### src/rtl/pipelined_rc_addsub_if.sv
// rtl/pipelined_rc_addsub_if.sv - operand/result handshake bundle for pipelined_rc_addsub
//
// Signals:
//   in_valid, in_ready   operand handshake (producer -> block)
//   A, B, Cin, Sub       operands, carry/borrow-in, 0 = add / 1 = subtract
//   out_valid, out_ready result handshake (block -> consumer)
//   S, Cout, Ovf         sum/difference, carry-out (no-borrow when subtracting), signed overflow
// Modports:
//   master  producer/consumer side that drives operands and out_ready
//   slave   the adder/subtractor itself

interface pipelined_rc_addsub_if #(
    parameter int WIDTH = 16
);
    logic             in_valid;
    logic             in_ready;
    logic [WIDTH-1:0] A;
    logic [WIDTH-1:0] B;
    logic             Cin;
    logic             Sub;
    logic             out_valid;
    logic             out_ready;
    logic [WIDTH-1:0] S;
    logic             Cout;
    logic             Ovf;

    modport master (
        output in_valid, A, B, Cin, Sub, out_ready,
        input  in_ready, out_valid, S, Cout, Ovf
    );

    modport slave (
        input  in_valid, A, B, Cin, Sub, out_ready,
        output in_ready, out_valid, S, Cout, Ovf
    );
endinterface

### src/rtl/pipelined_rc_addsub.sv
// rtl/pipelined_rc_addsub.sv - pipelined ripple-carry adder/subtractor, carry registered every SEG bits
//
// Parameters:
//   WIDTH  operand/result width, a multiple of SEG
//   SEG    bits per pipeline segment; NSEG = WIDTH/SEG stages
// Ports:
//   clk    rising-edge clock
//   rst    synchronous active-high reset
//   bus    pipelined_rc_addsub_if.slave: operand handshake in, result handshake out

module pipelined_rc_addsub #(
    parameter int WIDTH = 16,
    parameter int SEG   = 4
) (
    input logic                   clk,
    input logic                   rst,
    pipelined_rc_addsub_if.slave  bus
);
    localparam int NSEG = WIDTH / SEG;

    logic en;
    logic out_valid;

    // One SEG-bit ripple-carry segment; returns {carry_out, sum}.
    function automatic logic [SEG:0] rc_add(
        input logic [SEG-1:0] a,
        input logic [SEG-1:0] b,
        input logic           ci
    );
        logic [SEG-1:0] s;
        logic           c;
        c = ci;
        for (int i = 0; i < SEG; i++) begin
            s[i] = a[i] ^ b[i] ^ c;
            c    = (a[i] & b[i]) | (a[i] & c) | (b[i] & c);
        end
        return {c, s};
    endfunction

    // The whole pipe advances together; a held result freezes every stage.
    assign en           = ~out_valid | bus.out_ready;
    assign bus.in_ready = en;

    genvar k;
    for (k = 0; k < NSEG; k++) begin : g_stage
        localparam int S_W  = (k + 1) * SEG;           // result bits settled after this stage
        localparam int HI_W = WIDTH - (k + 1) * SEG;   // operand bits still waiting for their stage

        logic [SEG-1:0] a_seg;
        logic [SEG-1:0] b_seg;
        logic           c_in;
        logic           v_in;
        logic [SEG:0]   add_r;
        logic [S_W-1:0] s_next;

        logic           v_q;
        logic           c_q;
        logic [S_W-1:0] s_q;

        if (k == 0) begin : g_head
            // Subtract is folded in here: A + ~B + ~Cin. Nothing downstream sees Sub.
            assign a_seg  = bus.A[SEG-1:0];
            assign b_seg  = bus.B[SEG-1:0] ^ {SEG{bus.Sub}};
            assign c_in   = bus.Cin ^ bus.Sub;
            assign v_in   = bus.in_valid;
            assign s_next = add_r[SEG-1:0];
        end else begin : g_body
            // Skewed operands arrive right-aligned, so the next segment is always the low SEG bits.
            assign a_seg  = g_stage[k-1].g_skew.a_q[SEG-1:0];
            assign b_seg  = g_stage[k-1].g_skew.b_q[SEG-1:0];
            assign c_in   = g_stage[k-1].c_q;
            assign v_in   = g_stage[k-1].v_q;
            // Lower result segments ride along (deskew) so all of S leaves together.
            assign s_next = {add_r[SEG-1:0], g_stage[k-1].s_q};
        end

        assign add_r = rc_add(a_seg, b_seg, c_in);

        always_ff @(posedge clk) begin
            if (rst) begin
                v_q <= 1'b0;
                c_q <= 1'b0;
                s_q <= '0;
            end else if (en) begin
                v_q <= v_in;
                c_q <= add_r[SEG];
                s_q <= s_next;
            end
        end

        if (k < NSEG - 1) begin : g_skew
            logic [HI_W-1:0] a_ld;
            logic [HI_W-1:0] b_ld;
            logic [HI_W-1:0] a_q;
            logic [HI_W-1:0] b_q;

            if (k == 0) begin : g_from_in
                assign a_ld = bus.A[WIDTH-1:SEG];
                assign b_ld = bus.B[WIDTH-1:SEG] ^ {HI_W{bus.Sub}};
            end else begin : g_from_prev
                // Drop the segment consumed by this stage.
                assign a_ld = g_stage[k-1].g_skew.a_q[HI_W+SEG-1:SEG];
                assign b_ld = g_stage[k-1].g_skew.b_q[HI_W+SEG-1:SEG];
            end

            always_ff @(posedge clk) begin
                if (rst) begin
                    a_q <= '0;
                    b_q <= '0;
                end else if (en) begin
                    a_q <= a_ld;
                    b_q <= b_ld;
                end
            end
        end else begin : g_tail
            logic ovf_q;

            // Carry into the MSB is recovered from the MSB sum bit: s = a ^ b ^ c_msb.
            always_ff @(posedge clk) begin
                if (rst) begin
                    ovf_q <= 1'b0;
                end else if (en) begin
                    ovf_q <= a_seg[SEG-1] ^ b_seg[SEG-1] ^ add_r[SEG-1] ^ add_r[SEG];
                end
            end
        end
    end

    assign out_valid     = g_stage[NSEG-1].v_q;
    assign bus.out_valid = out_valid;
    assign bus.S         = g_stage[NSEG-1].s_q;
    assign bus.Cout      = g_stage[NSEG-1].c_q;
    assign bus.Ovf       = g_stage[NSEG-1].g_tail.ovf_q;

endmodule

### src/flat_wrapper.sv
// flat-port wrapper written by rule: the top's interface ports become plain ports
module pipelined_rc_addsub_flat 
#(
    parameter int WIDTH = 16,
    parameter int SEG   = 4
)
  (clk, rst, bus_in_valid, bus_A, bus_B, bus_Cin, bus_Sub, bus_out_ready, bus_in_ready, bus_out_valid, bus_S, bus_Cout, bus_Ovf);
  pipelined_rc_addsub_if #(.WIDTH(WIDTH)) bus_i ();
  input logic clk;
  input logic rst;
  input wire logic [$bits(bus_i.in_valid)-1:0] bus_in_valid;
  input wire logic [$bits(bus_i.A)-1:0] bus_A;
  input wire logic [$bits(bus_i.B)-1:0] bus_B;
  input wire logic [$bits(bus_i.Cin)-1:0] bus_Cin;
  input wire logic [$bits(bus_i.Sub)-1:0] bus_Sub;
  input wire logic [$bits(bus_i.out_ready)-1:0] bus_out_ready;
  output wire logic [$bits(bus_i.in_ready)-1:0] bus_in_ready;
  output wire logic [$bits(bus_i.out_valid)-1:0] bus_out_valid;
  output wire logic [$bits(bus_i.S)-1:0] bus_S;
  output wire logic [$bits(bus_i.Cout)-1:0] bus_Cout;
  output wire logic [$bits(bus_i.Ovf)-1:0] bus_Ovf;
  assign bus_i.in_valid = bus_in_valid;
  assign bus_i.A = bus_A;
  assign bus_i.B = bus_B;
  assign bus_i.Cin = bus_Cin;
  assign bus_i.Sub = bus_Sub;
  assign bus_i.out_ready = bus_out_ready;
  assign bus_in_ready = bus_i.in_ready;
  assign bus_out_valid = bus_i.out_valid;
  assign bus_S = bus_i.S;
  assign bus_Cout = bus_i.Cout;
  assign bus_Ovf = bus_i.Ovf;
  pipelined_rc_addsub #(.WIDTH(WIDTH), .SEG(SEG)) u_core (.clk(clk), .rst(rst), .bus(bus_i));
endmodule
### config.mk
export PLATFORM = sky130hd
export DESIGN_NAME = pipelined_rc_addsub_flat
export DESIGN_NICKNAME = d
export VERILOG_FILES = /design/src/rtl/pipelined_rc_addsub_if.sv /design/src/rtl/pipelined_rc_addsub.sv /design/src/flat_wrapper.sv
export SDC_FILE = /design/constraint.sdc
export NUM_CORES = 1
export LEC_CHECK = 0
export CORE_ASPECT_RATIO = 1.1
export CORE_MARGIN = 2
export CORE_UTILIZATION = 50
export DETAILED_ROUTE_END_ITERATION = 10
export MAX_ROUTING_LAYER = met4
export PLACE_DENSITY = 0.79
export SYNTH_ARGS = -nofsm -noshare
export SYNTH_HDL_FRONTEND = slang
export SYNTH_SLANG_ARGS = --single-unit
### constraint.sdc
create_clock -name clk -period 7 [get_ports clk]
set_input_delay 0.7 -clock clk [delete_from_list [all_inputs] [get_ports clk]]
set_output_delay 0.7 -clock clk [all_outputs]
set_load 0.005 [all_outputs]
==> results.json, run 1 <==
{
  "status": "finished clean",
  "cts-resized-gates": 0,
  "r2r-start": "u_core.g_stage[2].g_skew.b_q[0]",
  "design.die.area_mm2": 0.008782,
  "synth_area_leaders": "dfxtp_1, nand2_1, a21oi_1",
  "yosysWarnings": 0,
  "hold_buffers": 0,
  "hp-class": "flop to flop",
  "crit_path_end_kind": "output pin",
  "via_per_inst": 4.844,
  "hpwl_um": 4928,
  "syn_to_final_growth_pct": 17.63,
  "grt_max_degree": 98,
  "place.gp.congestion": 0.8367,
  "grt_pass1_vias": 2788,
  "nNetsFinal": 551,
  "cp.required_ns": 6.30,
  "post_dp_cell_area_mm2": 0.004549,
  "post-route-period-util_pct": 50.43,
  "rows": 34,
  "yosys.cell_count.top_type": "nand2_1",
  "hold_violations": 0,
  "crit_path_end": "bus_in_ready",
  "r2r_slack_ns": 4.23,
  "synthCells": 460,
  "ios": 58,
  "clk_latency_ns": 0.36,
  "p_leak_nw": 1.790,
  "synthFlopType": "dfxtp_1",
  "drc": 0,
  "ys_ff_latch": 97,
  "routed-via-count": 2950,
  "cellPowerDensity_mw_per_mm2": 226.6,
  "cts_tree": "built",
  "ys_types": 18,
  "grt_pass1_wl_um": 12660,
  "cts_max_level": 3,
  "start_kind": "primary input",
  "ant_nets": 0,
  "antenna_found_initial": 0,
  "skew_ns": 0.009720,
  "cap_violations": 0,
  "async_reset_ff_share_pct": 0,
  "wl_per_cell_um": 12.20,
  "start_util_pct": 51.13,
  "die_h_um": 98.09,
  "syn_area_mm2": 0.004024,
  "reg2regPathDepth": 10,
  "io_buffers": 57,
  "syn_area_per_cell_um2": 8.748,
  "cts.sinks": 97,
  "crit_type": "primary input to output pin",
  "cp_cell_sequence": "clkdlybuf4s50_1 -> nor2b_4 -> buf_4 -> inv_4 -> clkdlybuf4s50_1",
  "synth-edff-count": 0,
  "drive_above_1_share_pct": 7.784,
  "maxSlewViolCount": 0,
  "drt-initial-drc-count": 239,
  "yosys.area.top_type": "dfxtp_1",
  "rsz0062_at_grt": "false",
  "clkTransAtPathRegs_ns": 0.10,
  "setup_violations": 0,
  "clock_tree.buffer_depth": 2,
  "grt-ovfl-total": 0,
  "die_w_um": 89.54,
  "peakVddDrop_uv": 117.2,
  "cts-root-buf": "clkbuf_8",
  "syn-num-nets": 515,
  "finalInstanceArea_mm2": 0.004733,
  "gr-usage-all-layers_pct": 19.06,
  "r2r-end": "u_core.bus.Ovf",
  "post_cts_buffers": 0,
  "crit_slowest_cell": "buf_4",
  "wl_um": 7431,
  "cp_max_fo": 79,
  "netlist.area_leader.share_pct": 48.26,
  "diodes": 0,
  "cp_common_cell": "clkdlybuf4s50_1",
  "totalNegativeSetupSlack_ns": 0,
  "critPathArrivalTime_ns": 2.83,
  "yosys-top-cells-count": "nand2_1, dfxtp_1, a21oi_1",
  "min_path_cells": 2,
  "crit_start": "bus_out_ready",
  "relSlewSlack_pct": 29.56,
  "worst_pin_slew_ns": 1.057,
  "first_pass_iters": 4,
  "fmax_mhz": 283.3,
  "ys_seq_area_share_pct": 48.26,
  "design.core.area_mm2": 0.007870,
  "cts_inserted_buffers": 9,
  "critPathMaxStageDelay_ns": 0.61,
  "period_minus_slack_ns": 3.530
}
worst min-delay path by stage:
| stage | from | endpoint | slack, ns |
|---|---|---|---|
| after floorplan | u_core.g_stage[0].g_skew.a_q[0] | u_core.g_stage[0].g_skew.a_q[0] | 0.43 |
| after global placement | u_core.bus.S[10] | u_core.bus.S[10] | 0.44 |
| after detailed placement | u_core.bus.S[10] | u_core.bus.S[10] | 0.44 |
| after CTS | u_core.g_stage[1].s_q[0] | u_core.g_stage[1].s_q[0] | 0.46 |
| after global routing | u_core.g_stage[0].g_skew.a_q[7] | u_core.g_stage[1].g_skew.a_q[3] | 0.48 |
| final | u_core.bus.S[13] | u_core.bus.S[13] | 0.45 |
power by group:
group / switching [mW] / internal (mW) / leakage (nW)
sequential: 0.0198 / 0.589 / 0.798
combinational: 0.0587 / 0.0650 / 0.908
clock: 0.205 / 0.135 / 0.0848
cell usage in the layout (no fill, tap or decap), types with 3 or more instances in the layout:
cell / netlist / layout
nand2_1: 146 / 146
dfxtp_1: 97 / 97
a21oi_1: 73 / 73
clkdlybuf4s50_1: 0 / 56
inv_1: 25 / 25
nor2_1: 25 / 25
a211oi_2: 18 / 18
fa_1: 16 / 16
xnor2_1: 12 / 12
clkbuf_8: 0 / 9
xor2_1: 5 / 5
a211oi_1: 5 / 5
inv_6: 0 / 3
clkinvlp_4: 0 / 3
buf_4: 6 / 3
area by class of cell:
type                    count  area (um^2)
inverters                  26        100.1
clock buffers               9        123.9
fillers                   690         3137
well taps                 108        135.1
repair buffers             59        583.1
multi-input cells         303         1789
clock inverters             7        60.06
flip-flops and latches     97         1942
registers in the layout, indices dropped and copies added (netlist names):
register and flops:
u_core.g_stage.c_q 3, u_core.g_stage.g_skew.a_q 24, u_core.g_stage.g_skew.b_q 24, u_core.g_stage.v_q 3
u_core.g_stage.s_q 24, u_core.bus.Ovf 1, u_core.bus.out_valid 1, u_core.bus.Cout 1
u_core.bus.S 16
routing by layer:
layer	wire [um]	vias to the layer above	share of wire (%)	GRT usage (%)
li1	-	1528	-	-
met1	3303	1369	44	23.75
met2	3797	45	51	30.26
met3	224	8	3.0	5.325
met4	105	0	1.4	5.281
met5	0	-	0	-
through the flow:
| step | utilization [%] | hold slack (ns) | cells | total power [mW] | worst slack [ns] |
|---|---|---|---|---|---|
| after global placement | 57.81 | 0.4386 | 593 | 0.7429 | 3.271 |
| final | 60.14 | 0.4534 | 609 | 1.073 | 3.470 |
| after detailed placement | 57.81 | 0.4433 | 593 | 0.7455 | 3.138 |
| after floorplan | - | 0.4319 | 460 | 0.6973 | 4.100 |
| after CTS | 60.14 | 0.4566 | 609 | 1.084 | 3.456 |
| after global routing | 60.14 | 0.4777 | 609 | 1.124 | 3.327 |
worst max-delay path: cells and delay by family:
kind / cells / cell delay (ns)
buf+inv: 4 / 1.99
simple gates: 1 / 0.11
logic make-up (layout without fill, tap and decap cells):
family / Yosys count / count (layout) / synth area share [%]
AO/OA/AOI/OAI: 96 / 96 / 15.61
adder cells (fa/ha/maj): 17 / 17 / 8.271
AND/OR/NAND/NOR: 172 / 172 / 16.29
XOR/XNOR: 18 / 18 / 4.291
buffers and inverters: 60 / 101 / 7.276
flip-flops: 97 / 97 / 48.26
(Power assumes the default switching activity.)
==> run 2: changes to the inputs <==
- clock period: 7 -> 3.6 ns (I/O delays scaled with it)
==> run 2 against run 1 <==
  * Global-route usage rose by 0.87 points
  * Count of clock-buffer cells in the layout did not move
  * Via count rose by 1.2%
  * Sequential power rose by 94%
  * Power rose by 92%
  * Combinational power rose by 100%
  * Critical path depth rose by 5
  * Sequential share of layout area did not move
  * Routed wire length rose by 4.7%
  * First-iteration DRC count fell by 1.3%
  * Worst setup slack got worse by 2.6 ns
  * Largest power group unchanged
==> results.json, run 2 (same netlist as run 1, synthesis figures left out) <==
{
  "start_util_pct": 51.13,
  "final_common_cell": "nand2_1",
  "ant_nets": 0,
  "cellPowerDensity_mw_per_mm2": 435.4,
  "finalWorstSetupSlack_ns": 0.8921,
  "io_buffers": 57,
  "cp.required_ns": 3.80,
  "grt_pass1_vias": 2894,
  "syn_to_final_growth_pct": 17.63,
  "setup_violations": 0,
  "hold_buffers": 0,
  "worst_pin_slew_ns": 1.057,
  "critPathMaxStageDelay_ns": 0.45,
  "diodes": 0,
  "clk_latency_ns": 0.36,
  "dp_slack_ns": 0.5865,
  "power.share.clock_pct": 30.4,
  "switchingPower_mw": 0.5364,
  "rows": 34,
  "drc": 0,
  "crit_path_end_kind": "flop",
  "rsz0062_at_grt": "false",
  "status": "finished clean",
  "drt-initial-drc-count": 236,
  "routed-via-count": 2986,
  "wl_um": 7777,
  "cts-root-buf": "clkbuf_8",
  "start_kind": "flop",
  "crit_slowest_cell": "fa_1",
  "grt_max_degree": 98,
  "peakVddDrop_uv": 326.4,
  "relSlewSlack_pct": 29.56,
  "min_from": "u_core.g_stage[1].g_skew.b_q[0]",
  "top_regs": "u_core.g_stage.g_skew.a_q: 24 flops, u_core.g_stage.g_skew.b_q: 24 flops, u_core.g_stage.s_q: 24 flops",
  "p_leak_nw": 1.792,
  "cp_cell_sequence": "inv_1 -> fa_1 -> inv_1 -> fa_1 -> fa_1 -> inv_1 -> fa_1 -> xor3_1 -> nand2_1 -> a21oi_1",
  "design.die.area_mm2": 0.008782,
  "pwr-share-comb_pct": 12.3,
  "critPathArrivalTime_ns": 2.91,
  "crit_start": "u_core.g_stage[2].g_skew.a_q[0]",
  "r2r-start": "u_core.g_stage[2].g_skew.a_q[0]",
  "gr-usage-all-layers_pct": 19.93,
  "die_w_um": 89.54,
  "crit_type": "flop to flop",
  "p_seq_share_pct": 57.4,
  "maxSlewViolCount": 0,
  "clkTransAtPathRegs_ns": 0.09,
  "antenna_found_initial": 0,
  "totalNegativeSetupSlack_ns": 0,
  "hpwl_um": 5355,
  "cap_violations": 0,
  "wl_per_cell_um": 12.75,
  "first_pass_iters": 4,
  "drive_above_1_share_pct": 7.968,
  "clock_tree.buffer_depth": 2,
  "post-route-period-util_pct": 75.22,
  "period_minus_slack_ns": 2.708,
  "ios": 58,
  "design.core.area_mm2": 0.007870,
  "nNetsFinal": 553,
  "cp_max_fo": 2,
  "via_per_inst": 4.895,
  "die_h_um": 98.09,
  "cts_max_level": 3,
  "place.gp.congestion": 0.8043,
  "cts_tree": "built",
  "cts.sinks": 97,
  "cts-resized-gates": 0,
  "cts_inserted_buffers": 9,
  "skew_ns": 0.01094,
  "grt-ovfl-total": 0,
  "grt_pass1_wl_um": 13220,
  "swShare_pct": 26.03,
  "fmax_mhz": 369.3,
  "cp_common_cell": "fa_1",
  "fillers": 687,
  "hold_violations": 0,
  "post_cts_buffers": 0,
  "layout_common_cells": "nand2_1, dfxtp_1, a21oi_1, clkdlybuf4s50_1",
  "hp-class": "flop to flop",
  "p_int_mw": 1.525
}
-- run 2: worst max-delay path, delay by kind of cell, from the launching register on --
family,cells,cell delay (ns)
buffers and inverters,3,0.23
AND/OR/NAND/NOR,1,0.07
AO/OA/AOI/OAI,1,0.06
flip-flops,1,0.32
XOR/XNOR,1,0.37
adder cells (fa/ha/maj),4,1.51
-- run 2: path summary, 6_finish.rpt --
kind,cells after the start,slack [ns],to
setup / recovery,10,0.89,u_core.bus.Ovf
hold / removal,2,0.45,u_core.g_stage[1].g_skew.b_q[0]
setup reg to reg,10,0.89,u_core.bus.Ovf
hold reg to reg,2,0.45,u_core.g_stage[1].g_skew.b_q[0]
-- run 2: area by class of cell --
class	instances	area, um^2	share of cell area [%]
Sequential cell	97	1942	41.03
Multi-Input combinational cell	303	1789	37.80
Timing Repair Buffer	61	598.1	12.64
Tap cell	108	135.1	2.855
Clock buffer	9	123.9	2.617
Inverter	26	100.1	2.115
Clock inverter	6	45.04	0.9516
-- run 2: routing by layer --
metal  track usage, %  vias to the layer above  part of all wire [%]
met1            25.33                     1387                    45
met2            31.05                       59                    49
met3            4.565                       14                   3.8
met4            7.003                        0                   2.0
met5                -                        -                     0
li1                 -                     1526                     -
-- run 2: power by group through the flow --
| stage | clock network, mW | logic [mW] | registers [mW] |
|---|---|---|---|
| finish | 0.625 | 0.253 | 1.18 |
| global route | 0.680 | 0.280 | 1.19 |
| CTS | 0.637 | 0.254 | 1.18 |
| detailed placement | 0 | 0.252 | 1.21 |
| global placement | 0 | 0.244 | 1.20 |
| floorplan | 0 | 0.157 | 1.20 |
-- run 2: stage by stage --
| stage | util (%) | instances | hold WS (ns) | area [um^2] | power (mW) |
|---|---|---|---|---|---|
| after floorplan | - | 460 | 0.4319 | 4024 | 1.356 |
| after global placement | 58.00 | 595 | 0.4387 | 4564 | 1.448 |
| after detailed placement | 58.00 | 595 | 0.4437 | 4564 | 1.460 |
| after CTS | 60.14 | 610 | 0.4561 | 4733 | 2.074 |
| after global routing | 60.14 | 610 | 0.4750 | 4733 | 2.153 |
| final | 60.14 | 610 | 0.4534 | 4733 | 2.061 |
